[src/rtl/fifo_wr_arbiter.sv]
// rtl/fifo_wr_arbiter.sv - round-robin scheduler sharing one FIFO write port between two producers
module fifo_wr_arbiter #(
  parameter int DATA_WIDTH = 32,
  parameter int FIFO_DEPTH = 8,
  parameter int MAX_BURST  = 4,
  parameter int CNT_WIDTH  = 8
) (
  input  logic                  clk,
  input  logic                  reset_n,
  input  logic                  req0,
  input  logic [DATA_WIDTH-1:0] din0,
  input  logic                  req1,
  input  logic [DATA_WIDTH-1:0] din1,
  input  logic [3:0]            fifo_data_count,
  output logic                  fifo_wr_en,
  output logic [DATA_WIDTH-1:0] fifo_din,
  output logic                  ack0,
  output logic                  ack1,
  output logic [1:0]            owner,
  output logic                  busy,
  output logic [CNT_WIDTH-1:0]  accept_cnt0,
  output logic [CNT_WIDTH-1:0]  accept_cnt1
);

  typedef enum logic [1:0] {
    ST_IDLE = 2'b00,
    ST_OWN0 = 2'b01,
    ST_OWN1 = 2'b10
  } state_e;

  localparam logic [4:0] DEPTH5     = 5'(FIFO_DEPTH);
  localparam logic [3:0] BURST_LAST = 4'(MAX_BURST - 1);

  state_e                state_q, state_d;
  logic                  wr_en_q, wr_en_d;
  logic [DATA_WIDTH-1:0] din_q, din_d;
  logic                  ack0_q, ack0_d;
  logic                  ack1_q, ack1_d;
  logic [CNT_WIDTH-1:0]  cnt0_q, cnt0_d;
  logic [CNT_WIDTH-1:0]  cnt1_q, cnt1_d;
  logic [3:0]            burst_q, burst_d;
  logic                  ptr_q, ptr_d;

  logic                  space;
  logic                  cur_is1;
  logic                  cur_req;
  logic                  oth_req;
  logic [DATA_WIDTH-1:0] cur_din;
  state_e                oth_state;

  // The write already in flight has not reached data_count yet, so count it here.
  assign space = ({1'b0, fifo_data_count} + {4'b0, wr_en_q}) < DEPTH5;

  assign cur_is1   = (state_q == ST_OWN1);
  assign cur_req   = cur_is1 ? req1 : req0;
  assign oth_req   = cur_is1 ? req0 : req1;
  assign cur_din   = cur_is1 ? din1 : din0;
  assign oth_state = cur_is1 ? ST_OWN0 : ST_OWN1;

  always_comb begin
    state_d = state_q;
    wr_en_d = 1'b0;
    din_d   = din_q;
    ack0_d  = 1'b0;
    ack1_d  = 1'b0;
    cnt0_d  = cnt0_q;
    cnt1_d  = cnt1_q;
    burst_d = burst_q;
    ptr_d   = ptr_q;
    case (state_q)
      ST_IDLE: begin
        if (req0 && req1) state_d = ptr_q ? ST_OWN1 : ST_OWN0;
        else if (req0)    state_d = ST_OWN0;
        else if (req1)    state_d = ST_OWN1;
      end
      ST_OWN0, ST_OWN1: begin
        if (cur_req) begin
          if (space) begin
            wr_en_d = 1'b1;
            din_d   = cur_din;
            if (cur_is1) begin
              ack1_d = 1'b1;
              cnt1_d = cnt1_q + CNT_WIDTH'(1);
            end else begin
              ack0_d = 1'b1;
              cnt0_d = cnt0_q + CNT_WIDTH'(1);
            end
            // A full burst only hands over when someone is actually waiting.
            if (burst_q == BURST_LAST) begin
              burst_d = 4'd0;
              if (oth_req) begin
                state_d = oth_state;
                ptr_d   = ~cur_is1;
              end
            end else begin
              burst_d = burst_q + 4'd1;
            end
          end
        end else begin
          state_d = oth_req ? oth_state : ST_IDLE;
          ptr_d   = ~cur_is1;
          burst_d = 4'd0;
        end
      end
      default: state_d = ST_IDLE;
    endcase
  end

  always_ff @(posedge clk or negedge reset_n) begin
    if (!reset_n) begin
      state_q <= ST_IDLE;
      wr_en_q <= 1'b0;
      din_q   <= '0;
      ack0_q  <= 1'b0;
      ack1_q  <= 1'b0;
      cnt0_q  <= '0;
      cnt1_q  <= '0;
      burst_q <= 4'd0;
      ptr_q   <= 1'b0;
    end else begin
      state_q <= state_d;
      wr_en_q <= wr_en_d;
      din_q   <= din_d;
      ack0_q  <= ack0_d;
      ack1_q  <= ack1_d;
      cnt0_q  <= cnt0_d;
      cnt1_q  <= cnt1_d;
      burst_q <= burst_d;
      ptr_q   <= ptr_d;
    end
  end

  assign fifo_wr_en  = wr_en_q;
  assign fifo_din    = din_q;
  assign ack0        = ack0_q;
  assign ack1        = ack1_q;
  assign owner       = state_q;
  assign busy        = (state_q != ST_IDLE);
  assign accept_cnt0 = cnt0_q;
  assign accept_cnt1 = cnt1_q;

endmodule

[config.mk]
export PLATFORM = sky130hd
export DESIGN_NAME = fifo_wr_arbiter
export DESIGN_NICKNAME = d
export VERILOG_FILES = /design/src/rtl/fifo_wr_arbiter.sv
export SDC_FILE = /design/constraint.sdc
export NUM_CORES = 1
export LEC_CHECK = 0
export BUFFER_PORTS_ARGS = -buffer_cell sky130_fd_sc_hd__buf_2
export CORE_MARGIN = 4
export CORE_UTILIZATION = 51
export DETAILED_ROUTE_END_ITERATION = 8
export HOLD_SLACK_MARGIN = 0.1
export PLACE_DENSITY_LB_ADDON = 0.08
export SLEW_MARGIN = 15
export SYNTH_ARGS = -nofsm -noshare
export SYNTH_HDL_FRONTEND = slang
export SYNTH_SLANG_ARGS = --single-unit
[constraint.sdc]
create_clock -name clk -period 3.1 [get_ports clk]
set_input_delay 0.62 -clock clk [delete_from_list [all_inputs] [get_ports clk]]
set_output_delay 0.62 -clock clk [all_outputs]
set_load 0.05 [all_outputs]
# Word-level counts from Yosys, hierarchy flattened
# Index checks and enable logic that the tools add are counted.
word_totals:
  reg_bits: 58
  inputBits: 72
  out_inout_bits: 54
  elab_cells: 67
classes:
  addsub: 4
  order_cmp: 1
  n_eq_ne: 10
  n_mux: 32
  bitwise: 1
  reduce_logical: 10
ops:
  columns: ["op", "count"]
  rows:
  - ["$mux 32", 1]
  - ["$mux 2", 10]
  - ["$mux 1", 17]
  - ["$add 8x1->8 const B", 2]
  - ["$reduce_and 4->1", 4]
  - ["$mux 4", 3]
  - ["$ne 3x3->1 const B", 3]
  - ["$add 4x1->5", 1]
  - ["$lt 5x4->1 const B", 1]
  - ["$add 4x1->4 const B", 1]
  - ["$eq 4x2->1 const B", 1]
  - ["$ne 2x1->1 const B", 2]
  - ["$ne 4x4->1 const B", 1]
  - ["$pmux 2 s2", 1]
  - ["$reduce_and 3->1", 1]
  - ["$eq 2x1->1 const B", 1]
  - ["$eq 2x2->1 const B", 1]
  - ["$logic_not 2->1", 1]
  - ["$ne 2x2->1 const B", 1]
  - ["$reduce_and 2->1", 1]
  - ["$reduce_bool 2->1", 1]
  - ["$reduce_or 2->1", 1]
  - ["$logic_and 1x1->1", 1]
  - ["$not 1->1", 1]

# Longest topological paths before layout
# Gate-level depths: netlist of the first run.
depth:
  word_depth: 7
  depth_mapped: 9
  mapped_depth_nobuf: 6

# Worst setup path before layout of the first run
# Ideal clock, no wire load.
synth_path:
  path_type: "register to register"
  start: "register state_q[0] (netlist: owner[0])"
  end: "register cnt1_q[1] (netlist: accept_cnt1[1])"
  setup_time_ns: 0.125
  arrival_time_ns: 2.125
  required_ns: 2.975
  setup_slack_ns: 0.850
  path_stages_with_launch: 8
  n_path_buf: 3
  synth_period_minus_slack_ns: 2.250
  path_cell_list: "dfrtp_1 -> inv_1 -> ha_1 -> clkbuf_1 -> and4_1 -> buf_2 -> buf_4 -> mux2_2"
synth_between:
  elab_chain_len: 3
  word_cells_on_any_way: 5
  classes_between: "eq/ne (2); mux (1); reduce/logical (2)"
synth_rtl:
  columns: ["item", "line", "text"]
  rows:
  - ["from (decl)", "34", "state_e state_q, state_d;"]
  - ["from (signal assigned)", "121", "state_q <= state_d;"]
  - ["$eq 2x2->1 / $eq 2x1->1 (equally long branches)", "54, 70", null]
  - ["$mux 1 / $reduce_or 2->1 (equally long branches)", "55, 70", null]
  - ["$reduce_and 4->1 (no source line) (*)", null, null]
  - ["to (signal assigned)", "127", "cnt1_q <= cnt1_d;"]
  - ["to (decl)", "40", "logic [CNT_WIDTH-1:0] cnt1_q, cnt1_d;"]
# Mark *: on every way between the ends. The rest lies on a longest branch, timed or not.
# A chain may end at the register's enable or synchronous reset.

# Final worst setup path of the first run
layout_path:
  start: "register state_q[0] (netlist: owner[0])"
  end: "register din_q[27] (netlist: fifo_din[27])"
layout_between:
  elab_chain_len: 3
  word_cells_on_any_way: 6
  classes_between: "eq/ne (2); mux (2); reduce/logical (2)"
layout_rtl:
  columns: ["item", "line", "text"]
  rows:
  - ["$eq 2x2->1 / $eq 2x1->1 (equally long branches)", "54, 70", null]
  - ["$mux 1 / $reduce_or 2->1 (equally long branches)", "55, 70", null]
  - ["$reduce_and 3->1 (no source line)", null, null]
  - ["to (signal assigned)", "123", "din_q <= din_d;"]
  - ["to (decl)", "36", "logic [DATA_WIDTH-1:0] din_q, din_d;"]
# Several ways; a longest one is shown, not always the timed one.

==> out/results.tsv, run 1 <==
metric	value	unit
mean routed wirelength per cell	17.16	µm
status	finished, final reports clean	
Max Slew Vio Count	0	
CP max FO	69	
Clock Power Share	0.229	
worst r2r path cells	5	
Yosys cell types	39	
Antenna Nets Post-Route	0	
Max-Cap Viols	0	
die width	82.18	µm
I/O Pins	126	
DP HPWL	5.302	mm
Syn Nets	307	
Slew HR	0.5325	
die area	0.006754	mm²
worst reg2reg startpoint	owner[0]$_DFFE_PN0P_	
clk sinks	58	
Layout Skew	0.009038	ns
storage element area	0.001451	mm²
Iteration-0 DRC Markers	95	
Initial Utilization	0.5392	
Achievable Freq	0.4117	GHz
nets@finish	430	
multi-input logic area	0.001226	mm²
Comb pwr share	0.487	
synthesized area per cell	12.31	µm²
Hold/Removal Path Class	in -> async	
clock tree buffer depth	2	
Worst Path Arrival	2.64	ns
cts hold-fix bufs	0	
r2r endpoint	fifo_din[27]$_DFFE_PN0P_	
Skew-Pair Late Insertion Delay	0.33	ns
vias	2369	
#FFs+latches synth	58	
vias in the first global route	2331	
reg2reg setup slack	0.67	ns
Syn Inst Count	228	
antenna violations before repair	0	
pin count of the biggest net entering global routing	70	
row count	26	
Die Y	82.18	µm
DRC Markers	0	
startpoint types	flip-flop	
Via-to-Cell Ratio	5.561	
final hold viol count	0	
Pre-Repair DR Iteration Count	4	
Int Pwr	0.002326	W
# resized after CTS	0	
Filler cells	389	
Pwr Density	1153	mW/mm²
sw frac	0.4593	
post-synthesis sequential area ratio	0.5172	
Setup violations, final	0	
final core utilization	0.7171	
hold_ws	0.2124	ns
YS warnings	0	
Antenna Cells	0	
clk slew on worst S/H paths	0.06	ns
Seq pwr share	0.285	
final wirelength	7.310	mm
setup TNS	0	ns
CP Class	reg -> reg	
first-pass GRT wire length	11.30	mm
synthesized area	0.002806	mm²
RSZ-0062 raised after global routing	false	
Root Buffer	clkbuf_8	
GRT Util Overall	0.2244	
Setup crit end kind	flip-flop	
PortBufs	125	
Post-CTS Setup Bufs	0	
Worst Tran Pin Value	0.7013	ns
most frequent cells in the layout	125 x buf_2, 58 x dfrtp_1, 33 x nor3b_1	
minimum clock period	2.429	ns
Final Cycle Share	0.7835	
most common cell after layout, fill and taps aside	buf_2	
total gr overflow	0	
Layout area overhead	32.99	%
Switch Pwr	0.001976	W
CTS tree	built	
worst vdd ir	0.0008958	V
worst path required time	3.31	ns
total CTS buffers	9	
share of layout cells above drive strength 1	0.4438	
H-Tree Depth	3	
GPL Wtd Cong	0.8297	
placeable core area	0.005205	mm²
P_leak	1.878	nW
[worst max-delay path by stage]
stage	slack, ns	from	cells past startpoint	endpoint
floorplan	0.85	owner[0]$_DFFE_PN0P_	7	accept_cnt1[1]$_DFFE_PN0P_
global placement	0.73	owner[0]$_DFFE_PN0P_	5	fifo_din[12]$_DFFE_PN0P_
detailed placement	0.65	owner[0]$_DFFE_PN0P_	5	fifo_din[5]$_DFFE_PN0P_
CTS	0.65	owner[0]$_DFFE_PN0P_	5	fifo_din[0]$_DFFE_PN0P_
global route	0.47	owner[0]$_DFFE_PN0P_	6	fifo_din[9]$_DFFE_PN0P_
finish	0.67	owner[0]$_DFFE_PN0P_	5	fifo_din[27]$_DFFE_PN0P_
[metrics by stage]
stage	setup WS [ns]	cells	instance area [µm²]	power (W)
floorplan	0.8500	228	2806	0.002853
global placement	0.7289	410	3447	0.003292
detailed placement	0.6518	410	3447	0.003327
CTS	0.6483	426	3732	0.004329
global route	0.4719	426	3732	0.004519
finish	0.6710	426	3732	0.004302
[power by group through the flow]
| stage | clock network, W | logic (W) | registers, W |
|---|---|---|---|
| 2_1_floorplan | 0 | 0.000792 | 0.00206 |
| 6_report | 0.000983 | 0.00209 | 0.00122 |
| 3_5_place_dp | 0 | 0.00210 | 0.00122 |
| 3_3_place_gp | 0 | 0.00207 | 0.00123 |
| 4_1_cts | 0.000999 | 0.00211 | 0.00122 |
| 5_1_grt | 0.00104 | 0.00222 | 0.00126 |
[final cells by class]
cell class / count / share of cell area
Clock buffer: 12 / 0.04425
Clock inverter: 4 / 0.03218
Multi-Input combinational cell: 147 / 0.3285
Tap cell: 70 / 0.02347
Timing Repair Buffer: 130 / 0.1777
Sequential cell: 58 / 0.3889
Inverter: 5 / 0.005028
[state kept, by name, summed over array words and instances (netlist names)]
signal and flops:
owner 2, fifo_din 32, ack0 1, fifo_wr_en 1, accept_cnt1 8, ptr_q 1, accept_cnt0 8, burst_q 4
ack1 1
[worst max-delay path, cell delays in order (launching register included)]
cell,delay [ns]
dfrtp_1,0.42
inv_1,0.10
ha_1,0.43
mux2_4,0.27
nand3_4,0.52
a221o_1,0.56
[cells by family after synthesis]
logic type | share of synthesized area
compound gates | 0.1672
xor+xnor | 0.04369
fa+ha+maj | 0.03121
buf+inv | 0.04592
flops | 0.5172
mux | 0.02452
simple gates | 0.1703
[routing by layer]
layer | up-vias | GRT usage | routed length [µm]
met2 | 95 | 0.3702 | 3722
li1 | 1123 | - | -
met5 | - | 0 | 0
met1 | 1138 | 0.2773 | 2931
met4 | 0 | 0.08804 | 128
met3 | 13 | 0.06399 | 527
[synthesized netlist by cell type]
cell / count / share of area
or3b_2: 1 / 0.0031
a22oi_1: 1 / 0.0027
clkbuf_1: 4 / 0.0053
nand4_1: 7 / 0.016
buf_6: 2 / 0.0080
nand3_1: 2 / 0.0036
o21bai_1: 1 / 0.0027
o31ai_1: 3 / 0.0080
o32ai_2: 1 / 0.0058
nor4_2: 1 / 0.0045
a41oi_4: 1 / 0.0098
a221o_1: 31 / 0.11
and3_1: 4 / 0.0089
o2bb2ai_1: 1 / 0.0031
xnor2_1: 10 / 0.031
nand2_1: 13 / 0.017
xor2_1: 4 / 0.012
nand3b_1: 1 / 0.0027
buf_2: 7 / 0.012
a21oi_1: 1 / 0.0018
a22o_1: 1 / 0.0031
mux2_4: 1 / 0.0053
nor2_1: 2 / 0.0027
nor3_1: 3 / 0.0053
dfrtp_1: 58 / 0.52
and4bb_2: 2 / 0.0089
and4_1: 1 / 0.0031
a221oi_2: 1 / 0.0053
a21o_1: 1 / 0.0027
mux2_2: 3 / 0.012
o21ai_0: 3 / 0.0053
buf_4: 5 / 0.013
inv_1: 5 / 0.0067
nor3b_1: 33 / 0.088
o21ai_1: 1 / 0.0018
mux2i_1: 2 / 0.0071
ha_1: 7 / 0.031
a31oi_1: 2 / 0.0045
nand3_4: 1 / 0.0062
Note: power is estimated with default switching activity, not from simulation.
==> inputs of run 2 (changes only) <==
--- a/config.mk
+++ b/config.mk
@@ -7,7 +7,7 @@
 export LEC_CHECK = 0
 export BUFFER_PORTS_ARGS = -buffer_cell sky130_fd_sc_hd__buf_2
 export CORE_MARGIN = 4
-export CORE_UTILIZATION = 51
+export CORE_UTILIZATION = 47
 export DETAILED_ROUTE_END_ITERATION = 8
 export HOLD_SLACK_MARGIN = 0.1
 export PLACE_DENSITY_LB_ADDON = 0.08
==> constraint.sdc (replaced) <==
create_clock -name clk -period 2.5 [get_ports clk]
set_input_delay 0.5 -clock clk [delete_from_list [all_inputs] [get_ports clk]]
set_output_delay 0.5 -clock clk [all_outputs]
set_load 0.05 [all_outputs]
==> out/results.tsv, run 2 (synthesis gave the netlist of run 1 again) <==
metric	value	unit	change
RSZ-0062 raised after global routing	false		
Layout area overhead	31.56	%	
row count	27		+3.8%
P_leak	1.862	nW	-0.85%
# resized after CTS	0		unchanged
DP HPWL	5.222	mm	-1.5%
worst path required time	2.70	ns	-0.61 ns
final hold viol count	0		unchanged
r2r endpoint	owner[1]$_DFFE_PN0P_		
vias	2348		-0.89%
Max Slew Vio Count	0		unchanged
crit-path max cell delay	0.42	ns	-0.14 ns
Setup crit start	owner[0]$_DFFE_PN0P_		
reg2reg setup slack	0.33	ns	-0.34 ns
CTS tree	built		
Worst Tran Pin Value	0.6705	ns	-0.03079 ns
Pre-Repair DR Iteration Count	4		unchanged
Antenna Nets Post-Route	0		unchanged
Max-Cap Viols	0		unchanged
post-placement cell count	415		+1.2%
Setup violations, final	0		unchanged
GPL Wtd Cong	0.8375		+0.94%
worst vdd ir	0.0008135	V	-9.2%
cts hold-fix bufs	0		unchanged
I/O Pins	126		unchanged
Root Buffer	clkbuf_8		
share of layout cells above drive strength 1	0.4457		+0.001862
mean routed wirelength per cell	16.26	µm	-5.3%
Die Y	85.28	µm	+3.8%
nets@finish	433		+0.70%
placeable core area	0.005642	mm²	+8.4%
Layout Skew	0.006798	ns	-0.002240 ns
Hold/Removal Path Class	in -> async		
most common cell after layout, fill and taps aside	buf_2		
worst r2r path cells	6		+1
vias in the first global route	2307		-1.0%
Layout Cells excl Fill	431		+1.2%
CP max FO	23		-67%
final core utilization	0.6545		-0.06260
Skew-Pair Late Insertion Delay	0.32	ns	about the same
DRC Markers	0		unchanged
antenna violations before repair	0		unchanged
total gr overflow	0		unchanged
max reg flops	32		unchanged
startpoint types	flip-flop		
clk slew on worst S/H paths	0.07	ns	about the same
Iteration-0 DRC Markers	65		-32%
CP max-delay cell	dfrtp_1		
critical-path cell list	inv_1, ha_1, buf_4, o32ai_2, a221oi_2, mux2_2		
first-pass GRT wire length	11.31	mm	about the same
worst reg2reg startpoint	owner[0]$_DFFE_PN0P_		
Post-CTS Setup Bufs	0		unchanged
CP Class	reg -> reg		
most frequent cells in the layout	125 x buf_2, 58 x dfrtp_1, 33 x nor3b_1		
final wirelength	7.007	mm	-4.1%
die width	85.28	µm	+3.8%
Final Cycle Share	0.8676		+0.08407
minimum clock period	2.169	ns	-0.2599 ns
CP Capture Point	owner[1]$_DFFE_PN0P_		
clk sinks	58		unchanged
Setup crit end kind	flip-flop		
pin count of the biggest net entering global routing	32		-54%
H-Tree Depth	3		unchanged
Worst Path Arrival	2.37	ns	-0.27 ns
Antenna Cells	0		unchanged
die area	0.007272	mm²	+7.7%
Achievable Freq	0.4610	GHz	+12%
clock tree buffer depth	2		unchanged
Initial Utilization	0.4974		-0.04173
Pwr Density	1355	mW/mm²	+18%
PortBufs	125		unchanged
Via-to-Cell Ratio	5.448		-2.0%
setup TNS	0	ns	unchanged
status	finished, final reports clean		
GRT Util Overall	0.1943		-0.03014
total CTS buffers	9		unchanged
Slew HR	0.5530		+0.02053
run 2: changes by cell type in the layout (fill, tap and decap cells not counted):
| cell | delta |
|---|---|
| buf_12 | +2 |
| bufinv_16 | -3 |
| clkinv_4 | +1 |
| buf_4 | +1 |
| clkinv_2 | +3 |
| clkbuf_1 | +1 |
| clkbuf_8 | -2 |
run 2: area by class of cell:
| cell class | instances | area (µm²) |
|---|---|---|
| sequential | 58 | 1451 |
| tap | 72 | 90.09 |
| clock buffer | 11 | 141.4 |
| inverter | 5 | 18.77 |
| multi-input combinational | 147 | 1226 |
| timing repair buffer | 133 | 710.7 |
| clock inverter | 5 | 53.80 |
| fill | 464 | 1949 |
run 2: worst min path at each step:
stage / startpoint / endpoint / slack, ns / cells past startpoint
CTS: reset_n / accept_cnt0[4]$_DFFE_PN0P_ / 0.22 / 1
finish: reset_n / accept_cnt0[4]$_DFFE_PN0P_ / 0.20 / 1
global route: reset_n / accept_cnt0[4]$_DFFE_PN0P_ / 0.25 / 1
floorplan: reset_n / accept_cnt0[0]$_DFFE_PN0P_ / 0.20 / 0
detailed placement: accept_cnt1[7]$_DFFE_PN0P_ / accept_cnt1[7]$_DFFE_PN0P_ / 0.47 / 1
global placement: accept_cnt0[7]$_DFFE_PN0P_ / accept_cnt0[7]$_DFFE_PN0P_ / 0.45 / 1
run 2: critical path, delay by kind of cell, from the launching register on:
family | cells | cell delay, ns
adders and majority gates | 1 | 0.34
muxes | 1 | 0.37
AOI/OAI and AO/OA | 2 | 0.45
buffers and inverters | 2 | 0.46
DFF | 1 | 0.42
run 2: report_power, final:
group | total, W | switching [W] | internal [W]
Sequential | 0.00151 | 0.000239 | 0.00127
Clock | 0.000846 | 0.000361 | 0.000484
Combinational | 0.00265 | 0.00184 | 0.000806
run 2: routing by layer:
metal  routed length (µm)  global-route usage  vias to the layer above
li1                     -                   -                     1125
met4                   64             0.06906                        0
met2                 3407              0.3100                       81
met3                  501             0.04466                        8
met1                 3034              0.2589                     1134
met5                    0                   0                        -
run 2: metrics by stage:
step	hold WS, ns	cell area [µm²]	total power [W]	setup slack (ns)
floorplan	0.2044	2806	0.003537	0.2500
global placement	0.4522	3497	0.004133	0.4932
detailed placement	0.4661	3497	0.004181	0.4305
CTS	0.2192	3692	0.005050	0.3422
global route	0.2518	3692	0.005289	0.1960
finish	0.2049	3692	0.005005	0.3310
